### config.mk
export PLATFORM = sky130hd
export DESIGN_NAME = pipe_issue
export DESIGN_NICKNAME = d
export VERILOG_FILES = /design/src/rtl/pipe_pkg.sv /design/src/rtl/issue_fifo.sv /design/src/rtl/pipe_issue.sv
export SDC_FILE = /design/constraint.sdc
export NUM_CORES = 1
export LEC_CHECK = 0
export BUFFER_PORTS_ARGS = -buffer_cell sky130_fd_sc_hd__buf_2
export CORE_MARGIN = 2
export CORE_UTILIZATION = 51
export CTS_BUF_LIST = sky130_fd_sc_hd__clkbuf_8
export DETAILED_ROUTE_END_ITERATION = 16
export HOLD_SLACK_MARGIN = 0.03
export PLACE_DENSITY_LB_ADDON = 0.15
export SKIP_LAST_GASP = 1
export SYNTH_ARGS = -nofsm -noshare
export SYNTH_HDL_FRONTEND = slang
export SYNTH_SLANG_ARGS = --single-unit
### constraint.sdc
create_clock -name clk -period 3.6 [get_ports clk]
set_clock_uncertainty 0.2 [all_clocks]
set_input_delay 0.72 -clock clk [delete_from_list [all_inputs] [get_ports clk]]
set_output_delay 0.72 -clock clk [all_outputs]
set_load 0.005 [all_outputs]
### src/rtl/pipe_pkg.sv
// Shared definitions for the issue stage and the downstream pipeline:
// function codes, instruction field layout and the packed instruction word.
package pipe_pkg;

  localparam int INSTR_W = 24;

  localparam int FUNC_LSB = 20;
  localparam int RD_LSB   = 16;
  localparam int RS1_LSB  = 12;
  localparam int RS2_LSB  = 8;
  localparam int ADDR_LSB = 0;

  localparam logic [3:0] ADD      = 4'd0;
  localparam logic [3:0] SUB      = 4'd1;
  localparam logic [3:0] AND_OP   = 4'd2;
  localparam logic [3:0] OR_OP    = 4'd3;
  localparam logic [3:0] XOR_OP   = 4'd4;
  localparam logic [3:0] SLT      = 4'd5;
  localparam logic [3:0] LD       = 4'd6;
  localparam logic [3:0] ST       = 4'd7;
  localparam logic [3:0] MUL      = 4'd8;
  localparam logic [3:0] SRA      = 4'd9;
  localparam logic [3:0] SRL      = 4'd10;
  localparam logic [3:0] SLL      = 4'd11;
  localparam logic [3:0] FUNC_MAX = 4'd11;

  typedef struct packed {
    logic [3:0] func;
    logic [3:0] rd;
    logic [3:0] rs1;
    logic [3:0] rs2;
    logic [7:0] addr;
  } instr_t;

  function automatic logic func_legal(input logic [3:0] func);
    return (func <= FUNC_MAX);
  endfunction

endpackage

### src/rtl/issue_fifo.sv
// Instruction buffer for the issue stage: DEPTH x 24-bit circular FIFO with
// count-based full/empty; the head word is visible combinationally.
module issue_fifo
  import pipe_pkg::*;
#(
  parameter int DEPTH = 4
) (
  input  logic       clk,
  input  logic       rst_n,
  input  logic       push_i,
  input  logic       pop_i,
  input  instr_t     wdata_i,
  output instr_t     rdata_o,
  output logic [4:0] count_o,
  output logic       full_o,
  output logic       empty_o
);

  localparam int AW = (DEPTH > 1) ? $clog2(DEPTH) : 1;

  instr_t          mem_q [DEPTH];
  logic [AW-1:0]   wr_ptr_q;
  logic [AW-1:0]   rd_ptr_q;
  logic [4:0]      count_q;
  logic            push_ok_s;
  logic            pop_ok_s;

  assign full_o    = (count_q == 5'(DEPTH));
  assign empty_o   = (count_q == 5'd0);
  assign push_ok_s = push_i & ~full_o;
  assign pop_ok_s  = pop_i & ~empty_o;
  assign rdata_o   = mem_q[rd_ptr_q];
  assign count_o   = count_q;

  // storage, pointers and occupancy; DEPTH is a power of two so pointers wrap naturally
  always_ff @(posedge clk or negedge rst_n) begin
    if (!rst_n) begin
      for (int i = 0; i < DEPTH; i++) begin
        mem_q[i] <= '0;
      end
      wr_ptr_q <= '0;
      rd_ptr_q <= '0;
      count_q  <= 5'd0;
    end else begin
      if (push_ok_s) begin
        mem_q[wr_ptr_q] <= wdata_i;
        wr_ptr_q        <= wr_ptr_q + AW'(1);
      end
      if (pop_ok_s) begin
        rd_ptr_q <= rd_ptr_q + AW'(1);
      end
      case ({push_ok_s, pop_ok_s})
        2'b10:   count_q <= count_q + 5'd1;
        2'b01:   count_q <= count_q - 5'd1;
        default: count_q <= count_q;
      endcase
    end
  end

endmodule

### src/rtl/pipe_issue.sv
// Issue stage: buffers instruction words, blocks RAW hazards against the last
// HAZ_WIN issue slots and drives registered operand fields to the pipeline.
module pipe_issue
  import pipe_pkg::*;
#(
  parameter int DEPTH   = 4,
  parameter int HAZ_WIN = 1
) (
  input  logic        clk,
  input  logic        rst_n,
  input  logic        in_valid,
  output logic        in_ready,
  input  logic [23:0] in_instr,
  output logic        iss_valid,
  output logic [3:0]  rs1,
  output logic [3:0]  rs2,
  output logic [3:0]  rd,
  output logic [3:0]  func,
  output logic [7:0]  addr,
  output logic        illegal,
  output logic [15:0] stall_cnt,
  output logic [15:0] issue_cnt
);

  instr_t       head_s;
  logic [4:0]   fifo_count_s;
  logic         fifo_full_s;
  logic         fifo_empty_s;
  logic         push_s;
  logic         pop_s;
  logic         hazard_s;
  logic         issue_s;
  logic         drop_s;
  logic         stall_s;

  instr_t                    out_q;
  logic                      iss_valid_q;
  logic                      illegal_q;
  logic [15:0]               stall_cnt_q;
  logic [15:0]               issue_cnt_q;
  logic [HAZ_WIN-1:0]        win_v_q;
  logic [HAZ_WIN-1:0][3:0]   win_rd_q;

  assign in_ready = ~fifo_full_s;
  assign push_s   = in_valid & ~fifo_full_s;

  issue_fifo #(
    .DEPTH (DEPTH)
  ) u_fifo (
    .clk     (clk),
    .rst_n   (rst_n),
    .push_i  (push_s),
    .pop_i   (pop_s),
    .wdata_i (instr_t'(in_instr)),
    .rdata_o (head_s),
    .count_o (fifo_count_s),
    .full_o  (fifo_full_s),
    .empty_o (fifo_empty_s)
  );

  // RAW check of the head sources against every valid rd in the issue window
  always_comb begin
    hazard_s = 1'b0;
    for (int i = 0; i < HAZ_WIN; i++) begin
      hazard_s = hazard_s | (win_v_q[i] &
                 ((win_rd_q[i] == head_s.rs1) | (win_rd_q[i] == head_s.rs2)));
    end
  end

  // head disposition: drop illegal, hold on hazard, otherwise issue
  always_comb begin
    pop_s   = 1'b0;
    issue_s = 1'b0;
    drop_s  = 1'b0;
    stall_s = 1'b0;
    if (fifo_empty_s) begin
      pop_s = 1'b0;
    end else if (!func_legal(head_s.func)) begin
      pop_s  = 1'b1;
      drop_s = 1'b1;
    end else if (hazard_s) begin
      stall_s = 1'b1;
    end else begin
      pop_s   = 1'b1;
      issue_s = 1'b1;
    end
  end

  // registered outputs, counters and the issue-window shift register
  always_ff @(posedge clk or negedge rst_n) begin
    if (!rst_n) begin
      out_q       <= '0;
      iss_valid_q <= 1'b0;
      illegal_q   <= 1'b0;
      stall_cnt_q <= 16'd0;
      issue_cnt_q <= 16'd0;
      win_v_q     <= '0;
      win_rd_q    <= '0;
    end else begin
      iss_valid_q <= issue_s;
      illegal_q   <= drop_s;
      if (issue_s) begin
        out_q       <= head_s;
        issue_cnt_q <= issue_cnt_q + 16'd1;
      end
      if (stall_s && (stall_cnt_q != 16'hFFFF)) begin
        stall_cnt_q <= stall_cnt_q + 16'd1;
      end
      for (int i = HAZ_WIN - 1; i > 0; i--) begin
        win_v_q[i]  <= win_v_q[i-1];
        win_rd_q[i] <= win_rd_q[i-1];
      end
      win_v_q[0]  <= issue_s;
      win_rd_q[0] <= head_s.rd;
    end
  end

  assign iss_valid = iss_valid_q;
  assign rs1       = out_q.rs1;
  assign rs2       = out_q.rs2;
  assign rd        = out_q.rd;
  assign func      = out_q.func;
  assign addr      = out_q.addr;
  assign illegal   = illegal_q;
  assign stall_cnt = stall_cnt_q;
  assign issue_cnt = issue_cnt_q;

endmodule

==> metrics.log <==
[metrics] clock latency of the later-clocked register in the worst-skew pair: 450 ps
[metrics] final worst setup slack: roughly 140 ps
[metrics] Yosys warning total: 0
[metrics] count of clock tree sinks: 167
[metrics] cell area after placement: approximately 8000 um^2
[metrics] Cells after Synth: a little under 500
[metrics] buffers from clock root to sink, at most: 2
[metrics] Syn-to-layout area delta: 14.83%
[metrics] global route total overflow: 0
[metrics] Max-Slew Margin vs Limit: 0.3682
[metrics] synthesized area per cell: 14.89 um^2
[metrics] worst hold slack across all endpoints: 107.3 ps
[metrics] most common cell in the netlist: dfrtp_1
[metrics] setup slack, reg-to-reg: between 100 and 150 ps
[metrics] async set-or-reset flop fraction in the synthesized netlist: 1.000
[metrics] setup violation total in the final timing report: 0
[metrics] total buffers and inverters traversed by the critical path: 1
[metrics] ranking of synthesized cells by instance count: dfrtp_1, mux2_2, xnor2_1, mux4_2
[metrics] via density per instance: ~5.5
[metrics] cell family with most CP delay: compound AO/OA/AOI/OAI gates
[metrics] run status: finished, final reports clean
[metrics] slew at the pin with the worst max-slew slack: ~950 ps
[metrics] CP max stage delay: between 500 and 600 ps
[metrics] placement-stage worst setup slack: 54.63 ps
[metrics] path type of the worst setup path: flop to flop
[metrics] critical path startpoint category: flop
[metrics] vias in the first global route: 4495
[metrics] Core Rows: 43
[metrics] highest net fanout along the worst path: 5
[metrics] global-route wire length before repair: about 23 mm
[metrics] FMAX: just under 300 MHz
[metrics] flops & latches, synth: about 170
[metrics] number of CTS-inserted buffers: 17
[metrics] number of placed cells counting well taps: 751
[metrics] cell with the largest stage delay on the worst path: mux4_2
[metrics] Root Buffer: clkbuf_8
[metrics] post-route DRC violation count: 0
[metrics] worst setup path endpoint: u_fifo.count_o[4]
[metrics] portion of the post-synthesis area used by sequential elements: 0.5681
[metrics] start point of the critical path: u_fifo.rd_ptr_q[0]
[metrics] Reg-to-Reg Start: u_fifo.rd_ptr_q[0]
[metrics] part of the cycle the worst path needs: 0.9617
[metrics] overall global routing resource usage: 0.2014
[metrics] I/O Buffers: 85
[metrics] final setup TNS: 0 ps
[metrics] full die area: 15400 um^2
[metrics] average detailed-routed wire length per instance: ~18 um
[metrics] length of the first detailed-routing pass in iterations: 4
[metrics] number of I/O pins: between 80 and 90
[metrics] worst endpoint required time: approximately 3800 ps
[metrics] CTS Hold Buffers Added: 0
[metrics] hold violation total from the final report: 0
[metrics] number of cells on the critical path: 13
[metrics] worst reg2reg path endpoint: u_fifo.count_o[4]
[metrics] proportion of netlist area held by the largest area contributor: 0.5681
[metrics] count of vias placed by the detailed router: between 4000 and 5000
[metrics] clock input transition at the sequential cells of the worst setup and hold paths: 80 ps
[metrics] data arrival time of the critical path: approximately 3600 ps
[metrics] Final Max Tran Viols: 0
[metrics] Layout Cells excl Fill: just under 800
[metrics] vertical die dimension: around 120 um
[metrics] max-cap violations: 0
[metrics] Final #Nets: 632
[metrics] Die Width: 124.1 um
[metrics] depth of the worst register-to-register path: 13
[metrics] combined area of all synthesized cells: 7356 um^2
[metrics] CP cell instances: buf_4, mux4_2, xnor2_2, nand4_1, a21boi_4, a21oi_1, ha_2, fa_1, a21o_1, a21oi_1, xor2_1, nor2_1, xor2_1
[metrics] TritonCTS clock tree: done
[metrics] number of synthesized flops with an enable pin: 0
[metrics] HPWL reported at the end of detailed placement: 9.325 mm
[metrics] routability congestion estimate from global placement: about 0.73
[metrics] residual antenna-violating net count after detailed routing: 0
[metrics] Synth area leaders: dfrtp_1, mux2_2, mux4_2
[metrics] proportion of layout cells with a drive suffix above 1: 0.4761
[metrics] initial antenna violation count: 1
[metrics] area leader, netlist: dfrtp_1
[metrics] static leakage: a little under 4 nW
[metrics] CTS H-tree depth: 4
[metrics] core box area: about 14000 um^2
[metrics] antenna diode count: 0
[metrics] shortest clock period the worst path allows after layout: between 3000 and 4000 ps
[metrics] pin count of the biggest net entering global routing: 80
[metrics] Hold WC Path Type: primary input to asynchronous set/reset pin
[metrics] design area: ~8400 um^2
[metrics] effective utilization at floorplan: 0.5258
[metrics] post-synth cell types: 33
[metrics] DRC violation total after the first TritonRoute iteration: 222
[metrics] flip-flop cell with the highest count after synthesis: dfrtp_1
[metrics] element type at the critical path end: flop
[metrics] areal power density over the cells: a little over 1000 nW/um^2
[metrics] final WL: 14.29 mm
[metrics] worst ir drop on vdd: 0.5883 mV
[metrics] Net Count, Synth: around 530
[kinds of logic after synthesis]
logic type	Yosys count	share of synthesized area
mux	148	0.2633
xor+xnor	45	0.05358
buf+inv	28	0.02126
fa+ha+maj	11	0.01973
simple gates	84	0.06294
flops	167	0.5681
compound gates	11	0.01106
[layer usage]
metal | vias to the layer above | part of all wire | track usage
li1 | 1983 | - | -
met5 | - | 0.00098 | 0
met2 | 86 | 0.50 | 0.3340
met4 | 2 | 0.018 | 0.07935
met3 | 21 | 0.042 | 0.04762
met1 | 2258 | 0.44 | 0.2566
[per-stage QoR]
| stage | total power, mW | utilization |
|---|---|---|
| floorplan | 6.296 | - |
| global placement | 7.164 | 0.5738 |
| detailed placement | 7.304 | 0.5738 |
| CTS | 8.570 | 0.6004 |
| global route | 9.147 | 0.6038 |
| finish | 8.547 | 0.6038 |
[worst reg2reg max path: cells and delay by family (launching register included)]
family                   cells  cell delay, ps
flip-flops                   1             390
multiplexers                 1             540
AND/OR/NAND/NOR              2             250
XOR/XNOR                     3             450
adder cells (fa/ha/maj)      2             670
AO/OA/AOI/OAI                4             680
buffers and inverters        1             150
[cells in the final DEF, fill, tap and decap left out, types with 9 or more instances in the layout]
master	instances
xor2_1	18
ha_1	9
inv_1	9
mux4_2	24
nand3_1	16
clkbuf_8	21
buf_4	16
xnor2_1	25
buf_2	84
nand2_1	18
dfrtp_1	166
mux2_2	124
[how the worst min path moves through the flow]
stage,start,to,cells past startpoint
6_report,rst_n,issue_cnt[14],1
2_1_floorplan,rst_n,addr[0],0
5_1_grt,rst_n,issue_cnt[14],1
3_5_place_dp,u_fifo.count_o[4],u_fifo.count_o[4],1
4_1_cts,rst_n,issue_cnt[13],1
3_3_place_gp,issue_cnt[15],issue_cnt[15],1
[report_power, final]
part	switching (mW)	internal (mW)	total [mW]	leakage, nW
sequential	0.504	2.78	3.28	2.03
combinational	1.77	2.24	4.01	1.64
clock	0.648	0.607	1.26	0.203
[registers in the layout, indices dropped and copies added, names as in the netlist]
register,flops
u_fifo.wr_ptr_q,2
addr,8
rs2,4
stall_cnt,16
u_fifo.count_o,5
win_rd_q,4
rs1,4
u_fifo.rd_ptr_q,2
illegal,1
win_v_q,1
rd,4
u_fifo.mem_q,96
issue_cnt,16
func,4
[layout make-up]
class / count / area [um^2]
clock buffers: 21 / 289.0
well taps: 180 / 225.2
repair buffers: 104 / 611.8
flip-flops and latches: 167 / 4180
multi-input cells: 299 / 3038
fillers: 1155 / 5542
clock inverters: 11 / 83.83
inverters: 5 / 18.77
[what timing repair did]
action                                  in CTS  in global routing
setup buffers                                0                  4
endpoints found under the setup margin       0                  1
gates resized for setup                      0                  3
No activity file was read; power rests on OpenSTA's default activity.
